File: src/rtl/oled_pkg.sv
// Shared types and constants for the SSD1306 frame streaming controller.
// Build option OLED_AUTO_REFRESH_EN is consumed by oled_stream_ctrl.
package oled_pkg;

  typedef enum logic [2:0] {
    INIT,
    READY,
    WINDOW,
    DATA,
    ERROR
  } state_e;

  typedef enum logic [2:0] {
    P_START,
    P_ADDR,
    P_CTRL,
    P_PAYLOAD,
    P_STOP
  } phase_e;

  localparam logic [7:0] CTRL_CMD      = 8'h00;
  localparam logic [7:0] CTRL_DATA     = 8'h40;
  localparam int         INIT_LEN      = 25;
  localparam int         WIN_LEN       = 6;
  localparam logic [7:0] CMD_COL_ADDR  = 8'h21;
  localparam logic [7:0] CMD_PAGE_ADDR = 8'h22;

  // Window command: column range 0..col_last, page range 0..page_last.
  function automatic logic [7:0] win_byte(
    input logic [2:0] i,
    input logic [7:0] col_last,
    input logic [7:0] page_last
  );
    logic [7:0] b;
    b = 8'h00;
    case (i)
      3'd0:    b = CMD_COL_ADDR;
      3'd2:    b = col_last;
      3'd3:    b = CMD_PAGE_ADDR;
      3'd5:    b = page_last;
      default: b = 8'h00;
    endcase
    return b;
  endfunction

endpackage

File: src/rtl/oled_init_rom.sv
// SSD1306 power-up command table; multiplex ratio follows the panel height.
module oled_init_rom
  import oled_pkg::*;
#(
  parameter int PAGES = 8
) (
  input  logic [4:0] idx,
  output logic [7:0] data
);

  localparam logic [7:0] MUX_RATIO = 8'(PAGES * 8 - 1);

  always_comb begin
    data = 8'hE3;
    case (idx)
      5'd0:    data = 8'hAE;
      5'd1:    data = 8'hD5;
      5'd2:    data = 8'h80;
      5'd3:    data = 8'hA8;
      5'd4:    data = MUX_RATIO;
      5'd5:    data = 8'hD3;
      5'd6:    data = 8'h00;
      5'd7:    data = 8'h40;
      5'd8:    data = 8'h8D;
      5'd9:    data = 8'h14;
      5'd10:   data = 8'h20;
      5'd11:   data = 8'h00;
      5'd12:   data = 8'hA1;
      5'd13:   data = 8'hC8;
      5'd14:   data = 8'hDA;
      5'd15:   data = 8'h12;
      5'd16:   data = 8'h81;
      5'd17:   data = 8'hCF;
      5'd18:   data = 8'hD9;
      5'd19:   data = 8'hF1;
      5'd20:   data = 8'hDB;
      5'd21:   data = 8'h40;
      5'd22:   data = 8'hA4;
      5'd23:   data = 8'hA6;
      5'd24:   data = 8'hAF;
      default: data = 8'hE3;
    endcase
  end

endmodule

File: src/rtl/oled_stream_ctrl.sv
// SSD1306 init + framebuffer streaming FSM on top of a byte-level I2C master.
// Define OLED_AUTO_REFRESH_EN to add a periodic self-refresh timer.
module oled_stream_ctrl
  import oled_pkg::*;
#(
  parameter logic [6:0] I2C_ADDR       = 7'h3C,
  parameter int         COLS           = 128,
  parameter int         PAGES          = 8,
  parameter int         FB_AW          = 10,
  parameter int         MAX_RETRY      = 3,
  parameter int         REFRESH_CYCLES = 1_666_666
) (
  input  logic             clk,
  input  logic             reset,
  input  logic             refresh_req,
  output logic             i2c_start,
  output logic             i2c_stop,
  output logic             i2c_write,
  output logic [7:0]       i2c_data,
  input  logic             i2c_busy,
  input  logic             i2c_done,
  input  logic             i2c_ack_err,
  output logic [FB_AW-1:0] fb_addr,
  input  logic [7:0]       fb_rdata,
  output logic             oled_busy,
  output logic             oled_init_done,
  output logic             oled_err
);

  localparam int IW    = FB_AW + 1;
  localparam int RW    = $clog2(MAX_RETRY + 2);
  localparam int FRAME = COLS * PAGES;
  localparam bit CFG_OK =
    (FRAME <= 2 ** FB_AW) && (REFRESH_CYCLES > 1);

  localparam logic [IW-1:0] FRAME_LAST = IW'(FRAME - 1);
  localparam logic [IW-1:0] INIT_LAST  = IW'(INIT_LEN - 1);
  localparam logic [IW-1:0] WIN_LAST   = IW'(WIN_LEN - 1);
  localparam logic [7:0]    COL_LAST   = 8'(COLS - 1);
  localparam logic [7:0]    PAGE_LAST  = 8'(PAGES - 1);

  if (!CFG_OK) begin : g_bad_cfg
    $error("oled_stream_ctrl: framebuffer too small");
  end

  state_e            state_q, state_d;
  phase_e            phase_q, phase_d;
  logic [IW-1:0]     idx_q, idx_d;
  logic [RW-1:0]     retry_q, retry_d;
  logic              wait_q, wait_d;
  logic              nack_q, nack_d;
  logic              pending_q, pending_d;
  logic              init_done_q, init_done_d;
  logic              err_q, err_d;
  logic              busy_q, busy_d;
  logic              start_q, start_d;
  logic              stop_q, stop_d;
  logic              write_q, write_d;
  logic [7:0]        data_q, data_d;
  logic [FB_AW-1:0]  fb_addr_q, fb_addr_d;

  logic [7:0]    rom_byte;
  logic [7:0]    payload_byte;
  logic [7:0]    ctrl_byte;
  logic [IW-1:0] payload_last;
  logic          refresh_tick;

  oled_init_rom #(
    .PAGES (PAGES)
  ) u_rom (
    .idx  (idx_q[4:0]),
    .data (rom_byte)
  );

`ifdef OLED_AUTO_REFRESH_EN
  localparam int CW = $clog2(REFRESH_CYCLES);
  localparam logic [CW-1:0] CNT_LAST = CW'(REFRESH_CYCLES - 1);

  logic [CW-1:0] ref_cnt_q, ref_cnt_d;

  always_comb begin
    ref_cnt_d    = ref_cnt_q;
    refresh_tick = 1'b0;
    if (init_done_q) begin
      if (ref_cnt_q == CNT_LAST) begin
        ref_cnt_d    = '0;
        refresh_tick = 1'b1;
      end else begin
        ref_cnt_d = ref_cnt_q + 1'b1;
      end
    end
  end

  always_ff @(posedge clk or posedge reset) begin
    if (reset) ref_cnt_q <= '0;
    else       ref_cnt_q <= ref_cnt_d;
  end
`else
  assign refresh_tick = 1'b0;
`endif

  always_comb begin
    payload_byte = fb_rdata;
    payload_last = FRAME_LAST;
    ctrl_byte    = CTRL_CMD;
    case (state_q)
      INIT: begin
        payload_byte = rom_byte;
        payload_last = INIT_LAST;
      end
      WINDOW: begin
        payload_byte = win_byte(idx_q[2:0], COL_LAST, PAGE_LAST);
        payload_last = WIN_LAST;
      end
      DATA:    ctrl_byte = CTRL_DATA;
      default: ;
    endcase
  end

  always_comb begin
    state_d     = state_q;
    phase_d     = phase_q;
    idx_d       = idx_q;
    retry_d     = retry_q;
    wait_d      = wait_q;
    nack_d      = nack_q;
    init_done_d = init_done_q;
    err_d       = err_q;
    start_d     = 1'b0;
    stop_d      = 1'b0;
    write_d     = 1'b0;
    data_d      = data_q;
    fb_addr_d   = fb_addr_q;
    pending_d   = pending_q | refresh_req | refresh_tick;

    case (state_q)
      READY: begin
        if (pending_q || refresh_req) begin
          state_d   = WINDOW;
          phase_d   = P_START;
          idx_d     = '0;
          pending_d = 1'b0;
        end
      end
      ERROR: ;
      default: begin
        if (wait_q) begin
          // Stray done pulses are only honoured while a primitive is open.
          if (i2c_done) begin
            wait_d = 1'b0;
            unique case (phase_q)
              P_START: phase_d = P_ADDR;
              P_STOP: begin
                phase_d = P_START;
                idx_d   = '0;
                if (nack_q) begin
                  nack_d = 1'b0;
                  if (retry_q > RW'(MAX_RETRY)) begin
                    state_d = ERROR;
                    err_d   = 1'b1;
                  end
                end else begin
                  retry_d = '0;
                  case (state_q)
                    INIT: begin
                      state_d     = READY;
                      init_done_d = 1'b1;
                    end
                    WINDOW:  state_d = DATA;
                    default: state_d = READY;
                  endcase
                end
              end
              default: begin
                if (i2c_ack_err) begin
                  nack_d    = 1'b1;
                  phase_d   = P_STOP;
                  retry_d   = retry_q + 1'b1;
                  fb_addr_d = '0;
                end else if (phase_q == P_ADDR) begin
                  phase_d = P_CTRL;
                end else if (phase_q == P_CTRL) begin
                  phase_d = P_PAYLOAD;
                  idx_d   = '0;
                end else if (idx_q == payload_last) begin
                  phase_d = P_STOP;
                end else begin
                  idx_d = idx_q + 1'b1;
                end
              end
            endcase
          end
        end else if (!i2c_busy) begin
          wait_d = 1'b1;
          unique case (phase_q)
            P_START: start_d = 1'b1;
            P_ADDR: begin
              write_d = 1'b1;
              data_d  = {I2C_ADDR, 1'b0};
            end
            P_CTRL: begin
              write_d = 1'b1;
              data_d  = ctrl_byte;
            end
            P_PAYLOAD: begin
              write_d = 1'b1;
              data_d  = payload_byte;
              // Prefetch the next pixel byte while this one is on the bus.
              if (state_q == DATA) begin
                if (idx_q == FRAME_LAST) fb_addr_d = '0;
                else fb_addr_d = FB_AW'(idx_q + 1'b1);
              end
            end
            default: stop_d = 1'b1;
          endcase
        end
      end
    endcase

    busy_d = (state_d != READY) && (state_d != ERROR);
  end

  always_ff @(posedge clk or posedge reset) begin
    if (reset) begin
      state_q     <= INIT;
      phase_q     <= P_START;
      idx_q       <= '0;
      retry_q     <= '0;
      wait_q      <= 1'b0;
      nack_q      <= 1'b0;
      pending_q   <= 1'b0;
      init_done_q <= 1'b0;
      err_q       <= 1'b0;
      busy_q      <= 1'b0;
      start_q     <= 1'b0;
      stop_q      <= 1'b0;
      write_q     <= 1'b0;
      data_q      <= '0;
      fb_addr_q   <= '0;
    end else begin
      state_q     <= state_d;
      phase_q     <= phase_d;
      idx_q       <= idx_d;
      retry_q     <= retry_d;
      wait_q      <= wait_d;
      nack_q      <= nack_d;
      pending_q   <= pending_d;
      init_done_q <= init_done_d;
      err_q       <= err_d;
      busy_q      <= busy_d;
      start_q     <= start_d;
      stop_q      <= stop_d;
      write_q     <= write_d;
      data_q      <= data_d;
      fb_addr_q   <= fb_addr_d;
    end
  end

  assign i2c_start      = start_q;
  assign i2c_stop       = stop_q;
  assign i2c_write      = write_q;
  assign i2c_data       = data_q;
  assign fb_addr        = fb_addr_q;
  assign oled_busy      = busy_q;
  assign oled_init_done = init_done_q;
  assign oled_err       = err_q;

endmodule

File: config.mk
export PLATFORM = sky130hd
export DESIGN_NAME = oled_stream_ctrl
export DESIGN_NICKNAME = d
export VERILOG_FILES = /design/src/rtl/oled_pkg.sv /design/src/rtl/oled_init_rom.sv /design/src/rtl/oled_stream_ctrl.sv
export SDC_FILE = /design/constraint.sdc
export NUM_CORES = 1
export LEC_CHECK = 0
export ABC_CLOCK_PERIOD_IN_PS = 5300
export CORE_UTILIZATION = 53
export DETAILED_ROUTE_END_ITERATION = 6
export PLACE_DENSITY = 0.77
export SYNTH_ARGS = -nofsm -noshare
export SYNTH_HDL_FRONTEND = slang
export SYNTH_HIERARCHICAL = 1
export SYNTH_SLANG_ARGS = --single-unit
export TNS_END_PERCENT = 50
File: constraint.sdc
create_clock -name clk -period 5.3 [get_ports clk]
set_input_delay 0.795 -clock clk [delete_from_list [all_inputs] [get_ports clk]]
set_output_delay 0.795 -clock clk [all_outputs]
set_load 0.005 [all_outputs]
==> results of run 1 <==
state kept, by name, summed over array words and instances (netlist names):
signal,count
idx_q,11
fb_addr,10
i2c_data,8
phase_q,3
retry_q,3
state_q,3
i2c_start,1
i2c_stop,1
i2c_write,1
nack_q,1
oled_busy,1
oled_err,1
oled_init_done,1
pending_q,1
wait_q,1
critical path, delay by kind of cell (launching register included):
family / cells / cell delay (ns)
AND/OR/NAND/NOR: 2 / 0.17
AO/OA/AOI/OAI: 5 / 1.13
buffers and inverters: 1 / 0.20
flip-flops: 1 / 0.75
adder cells (fa/ha/maj): 1 / 0.39
through the flow:
| stage | std cells | worst slack [ns] | hold WS, ns | util | total power [mW] |
|---|---|---|---|---|---|
| floorplan | 367 | 3.08 | 0.460 | - | 1.25 |
| global placement | 449 | 2.37 | 0.461 | 0.617 | 1.51 |
| detailed placement | 449 | 2.30 | 0.475 | 0.617 | 1.53 |
| CTS | 457 | 2.58 | 0.495 | 0.634 | 1.76 |
| global route | 457 | 2.33 | 0.508 | 0.634 | 1.90 |
| finish | 457 | 2.55 | 0.488 | 0.634 | 1.76 |
path summary, 6_finish.rpt:
kind,from,to,slack [ns],cells after the start
worst max-delay path,idx_q[1]$_DFFE_PP0P_,i2c_data[6]$_DFFE_PP0P_,2.55,9
worst min-delay path,i2c_data[7]$_DFFE_PP0P_,i2c_data[7]$_DFFE_PP0P_,0.49,2
worst max register to register,idx_q[1]$_DFFE_PP0P_,i2c_data[6]$_DFFE_PP0P_,2.55,9
worst min register to register,i2c_data[7]$_DFFE_PP0P_,i2c_data[7]$_DFFE_PP0P_,0.49,2
max in group asynchronous,reset,i2c_data[1]$_DFFE_PP0P_,3.67,2
min in group asynchronous,reset,fb_addr[6]$_DFFE_PP0P_,1.03,2
cell families after synthesis:
kind of cell / synth area share
buf+inv: 0.0678
xor+xnor: 0.0331
fa+ha+maj: 0.0552
simple gates: 0.216
mux: 0.0130
compound gates: 0.244
flops: 0.371
power by group:
part	leakage [nW]	internal [mW]	switching, mW
combinational	0.852	0.423	0.417
clock	0.0474	0.107	0.124
sequential	0.576	0.474	0.216
routing by layer:
layer	track usage	vias to the layer above	part of all wire
met3	0.0320	10	0.038
li1	-	1373	-
met2	0.389	75	0.49
met1	0.331	1373	0.45
met4	0.104	0	0.018
met5	0	-	0
area by class of cell:
| type | instances | share of cell area |
|---|---|---|
| well taps | 72 | 0.0252 |
| clock buffers | 6 | 0.0231 |
| flip-flops and latches | 47 | 0.329 |
| repair buffers | 37 | 0.103 |
| inverters | 16 | 0.0168 |
| multi-input cells | 277 | 0.498 |
| clock inverters | 2 | 0.00455 |
placed cells by master, fill, tap and decap left out, types with 10 or more instances in the layout:
cell	instances
o21ai_0	21
a21oi_1	20
o21ai_1	11
nand3_1	10
nand2_1	42
clkdlybuf4s50_1	37
ha_1	14
dfrtp_1	47
inv_1	13
nor2_1	28
==> out/metrics.yaml, run 1 <==
clkLatencyLatePin_ns: 0.30
die_w_microns: 79.4
dp_hpwl_mm: 5.10
drtPass1Iterations: 5
cts_htree_levels: 2
multi_input_area_sq_um: 1780
nFillCells: 490
gp_congestion: 0.897
powerDensity_nw_per_um2: 492
p_leak_nw: 1.48
max-cap-violations: 0
arrival_ns: 2.94
grt_pass1_vias: 2572
io_pins: 38
tritoncts: "done"
fmax_mhz: 363
area_delta_synth_final_pct: 12.7
routed_wirelength_mm: 7.26
period_share: 0.520
slowest_stage: "dfrtp_1"
cts-resized-gates: 0
grtUsageTotal: 0.243
rsz0062_at_grt: "no"
outcome: "finished, final reports clean"
die_y_microns: 79.4
via_per_inst: 6.19
synth_area_sq_um: 3170
seq_area_frac_synth: 0.371
synth_top_area_cell: "dfrtp_1"
antenna_found_initial: 0
final_area_sq_um: 3580
final.setup_skew_ns: 0.00423
synth_edf_count: 0
hp-class: "register to register"
post_dp_cell_area_sq_um: 3480
worst_pin_slew_ns: 0.964
synth.top_cell.area_share: 0.371
async_flop_share: 1.00
numCtsBuffers: 5
first_iter_violations: 220
max_stage_delay_ns: 0.75
drive_gt1_frac: 0.0571
rows: 27
worstPathCellList: "inv_1, ha_1, nand2_1, o21ai_0, a221oi_2, a21oi_1, a211oi_1, nor4b_1, o32a_1"
slew_violations: 0
ys_ff_latch: 47
nNetsFinal: 412
cp.required_ns: 5.49
finalSetupTns_ns: 0
yosys_warnings: 6
final_hold_viol_count: 0
drc: 0
start_util: 0.563
end_kind: "register"
post-route-min-period_ns: 2.75
port_buffers: 37
die_area_sq_um: 6300
start_kind: "register"
clk_pin_slew_ns: 0.09
setup_viol: 0
worst-setup-path-type: "register to register"
yosysMostFrequentCell: "dfrtp_1"
synth.area.top_cells: "dfrtp_1, ha_1, nand2_1"
cts_setup_buffers: 0
cts_sinks: 47
avgSynthCellArea_sq_um: 8.65
grt.overflow.total: 0
synth_commonest_cells: "dfrtp_1, nand2_1, nor2_1"
post_drt_wl_per_cell_microns: 15.9
ctsHoldBuffers: 0
coreArea_sq_um: 5640
synth_cells: 367
irDropWorstVdd_mv: 0.288
grt_max_degree: 48
clk_path_buf_depth: 2
diodes: 0
clockRootBuffer: "clkbuf_8"
maxSlewHeadroom: 0.357
yosysUniqueCellTypes: 67
synth_nets: 395
grt_pass1_wl_mm: 12.1
ant_nets: 0
synthFlopType: "dfrtp_1"
regArea_sq_um: 1180
via_count: 2831
crit_fanout: 20
(Power assumes the default switching activity.)
==> run 2: changes to the inputs <==
--- a/config.mk
+++ b/config.mk
@@ -5,7 +5,7 @@
 export SDC_FILE = /design/constraint.sdc
 export NUM_CORES = 1
 export LEC_CHECK = 0
-export ABC_CLOCK_PERIOD_IN_PS = 5300
+export ABC_CLOCK_PERIOD_IN_PS = 2700
 export CORE_UTILIZATION = 53
 export DETAILED_ROUTE_END_ITERATION = 6
 export PLACE_DENSITY = 0.77
==> constraint.sdc (replaced) <==
create_clock -name clk -period 2.7 [get_ports clk]
set_input_delay 0.405 -clock clk [delete_from_list [all_inputs] [get_ports clk]]
set_output_delay 0.405 -clock clk [all_outputs]
set_load 0.005 [all_outputs]
==> run 2 against run 1 <==
Against the previous run:
- register-to-register slack worse by 2.2 ns
- wire length up 2.8%
- design area up 3.4%
- count of clock-buffer cells in the layout up 2
- largest cell class unchanged
==> out/metrics.yaml, run 2 (synthesized netlist as in run 1, its figures left out) <==
die_y_microns: 79.4  # unchanged
die_w_microns: 79.4  # unchanged
setup_viol: 0  # unchanged
outcome: "finished, final reports clean"
first_iter_violations: 163  # -26%
dp_hpwl_mm: 5.41  # +6.0%
grt.overflow.total: 0  # unchanged
tritoncts: "done"
start_util: 0.563  # unchanged
setup_slack_ns: 0.319  # -2.23 ns
cp.required_ns: 2.94  # -2.55 ns
arrival_ns: 2.62  # -0.32 ns
worstPathCellList: "xor2_1, a2111oi_2, o21ai_0, inv_1, o32a_1"
max_stage_delay_ns: 0.69  # -0.06 ns
rows: 27  # unchanged
slowest_stage: "a2111oi_2"
finalSetupTns_ns: 0  # unchanged
clk_pin_slew_ns: 0.08  # about the same
powerDensity_nw_per_um2: 970  # +97%
fmax_mhz: 420  # +16%
via_per_inst: 5.99  # -3.3%
worst-setup-path-type: "register to register"
crit_fanout: 14  # -30%
cts_htree_levels: 2  # unchanged
cts_sinks: 47  # unchanged
post-route-min-period_ns: 2.38  # -0.373 ns
nNetsFinal: 428  # +3.9%
routed_wirelength_mm: 7.46  # +2.8%
nFillCells: 470  # -4.1%
cts-resized-gates: 0  # unchanged
multi_input_area_sq_um: 1780  # unchanged
ant_nets: 0  # unchanged
max-cap-violations: 0  # unchanged
maxSlewHeadroom: 0.573  # +0.216
numCtsBuffers: 5  # unchanged
io_pins: 38  # unchanged
p_leak_nw: 1.56  # +5.5%
clockRootBuffer: "clkbuf_8"
slew_violations: 0  # unchanged
grtUsageTotal: 0.255  # +0.0116
clk_path_buf_depth: 2  # unchanged
cts_setup_buffers: 0  # unchanged
drtPass1Iterations: 4  # -1
final_hold_viol_count: 0  # unchanged
final_cell_mix: "dfrtp_1, nand2_1, clkdlybuf4s50_1"
regArea_sq_um: 1180  # unchanged
post_drt_wl_per_cell_microns: 15.8  # -0.69%
clkLatencyLatePin_ns: 0.30  # about the same
ctsHoldBuffers: 0  # unchanged
largest_register_ffs: 11  # unchanged
grt_max_degree: 48  # unchanged
final.setup_skew_ns: 0.00866  # +0.00442 ns
coreArea_sq_um: 5640  # unchanged
irDropWorstVdd_mv: 0.677  # +140%
drc: 0  # unchanged
drive_gt1_frac: 0.0923  # +0.0351
final_common_cell: "dfrtp_1"
grt_pass1_vias: 2634  # +2.4%
grt_pass1_wl_mm: 12.5  # +3.6%
top_register: "idx_q"
period_share: 0.882  # +0.362
end_kind: "register"
worst_pin_slew_ns: 0.639  # -0.324 ns
port_buffers: 37  # unchanged
area_delta_synth_final_pct: 16.6
start_kind: "register"
die_area_sq_um: 6300  # unchanged
via_count: 2834  # +0.11%
place_ws_ns: 0.348  # -1.95 ns
antenna_found_initial: 0  # unchanged
hp-class: "register to register"
rsz0062_at_grt: "no"
gp_congestion: 0.879  # -2.1%
diodes: 0  # unchanged
[run 2: cell types whose count changed in the layout (fill, tap and decap cells not counted), sizes merged]
cell	previous run	this run
buf	0	16
clkinvlp	1	0
clkinv	1	0
clkbuf	6	8
[run 2: per-stage QoR]
step	instances	instance area, sq um	util	power, mW	hold slack (ns)
2_1_floorplan	367	3170	-	2.45	0.460
3_3_place_gp	465	3600	0.638	3.07	0.464
3_5_place_dp	465	3600	0.638	3.12	0.466
4_1_cts	473	3700	0.656	3.60	0.486
5_1_grt	473	3700	0.656	3.88	0.497
6_report	473	3700	0.656	3.59	0.483
[run 2: worst max-delay path, delay by kind of cell (launching register included)]
kind,cells,cell delay [ns]
compound gates,3,1.24
flops,1,0.65
xor+xnor,1,0.22
buf+inv,1,0.20
[run 2: layout make-up]
cell class	instances	share of cell area
Sequential cell	47	0.318
Tap cell	72	0.0243
Inverter	16	0.0162
Timing Repair Buffer	53	0.133
Multi-Input combinational cell	277	0.482
Clock buffer	8	0.0271
[run 2: path summary, 6_finish.rpt]
kind / from / end / slack, ns / cells past startpoint
setup / recovery: state_q[0]$_DFF_PP0_ / i2c_data[6]$_DFFE_PP0P_ / 0.32 / 5
hold / removal: oled_init_done$_DFFE_PP0P_ / oled_init_done$_DFFE_PP0P_ / 0.48 / 2
setup reg to reg: state_q[0]$_DFF_PP0_ / i2c_data[6]$_DFFE_PP0P_ / 0.32 / 5
hold reg to reg: oled_init_done$_DFFE_PP0P_ / oled_init_done$_DFFE_PP0P_ / 0.48 / 2
max in group asynchronous: reset / i2c_data[7]$_DFFE_PP0P_ / 1.73 / 3
min in group asynchronous: reset / fb_addr[9]$_DFFE_PP0P_ / 0.57 / 3
[run 2: routing by layer]
metal,vias to the layer above,track usage,part of all wire
met2,58,0.407,0.47
met3,14,0.0354,0.034
li1,1397,-,-
met5,-,0,0
met1,1365,0.351,0.48
met4,0,0.0964,0.019
[run 2: where the power goes]
group | internal, mW | switching (mW) | total (mW)
clock network | 0.234 | 0.228 | 0.462
logic | 0.915 | 1.02 | 1.93
registers | 0.936 | 0.255 | 1.19
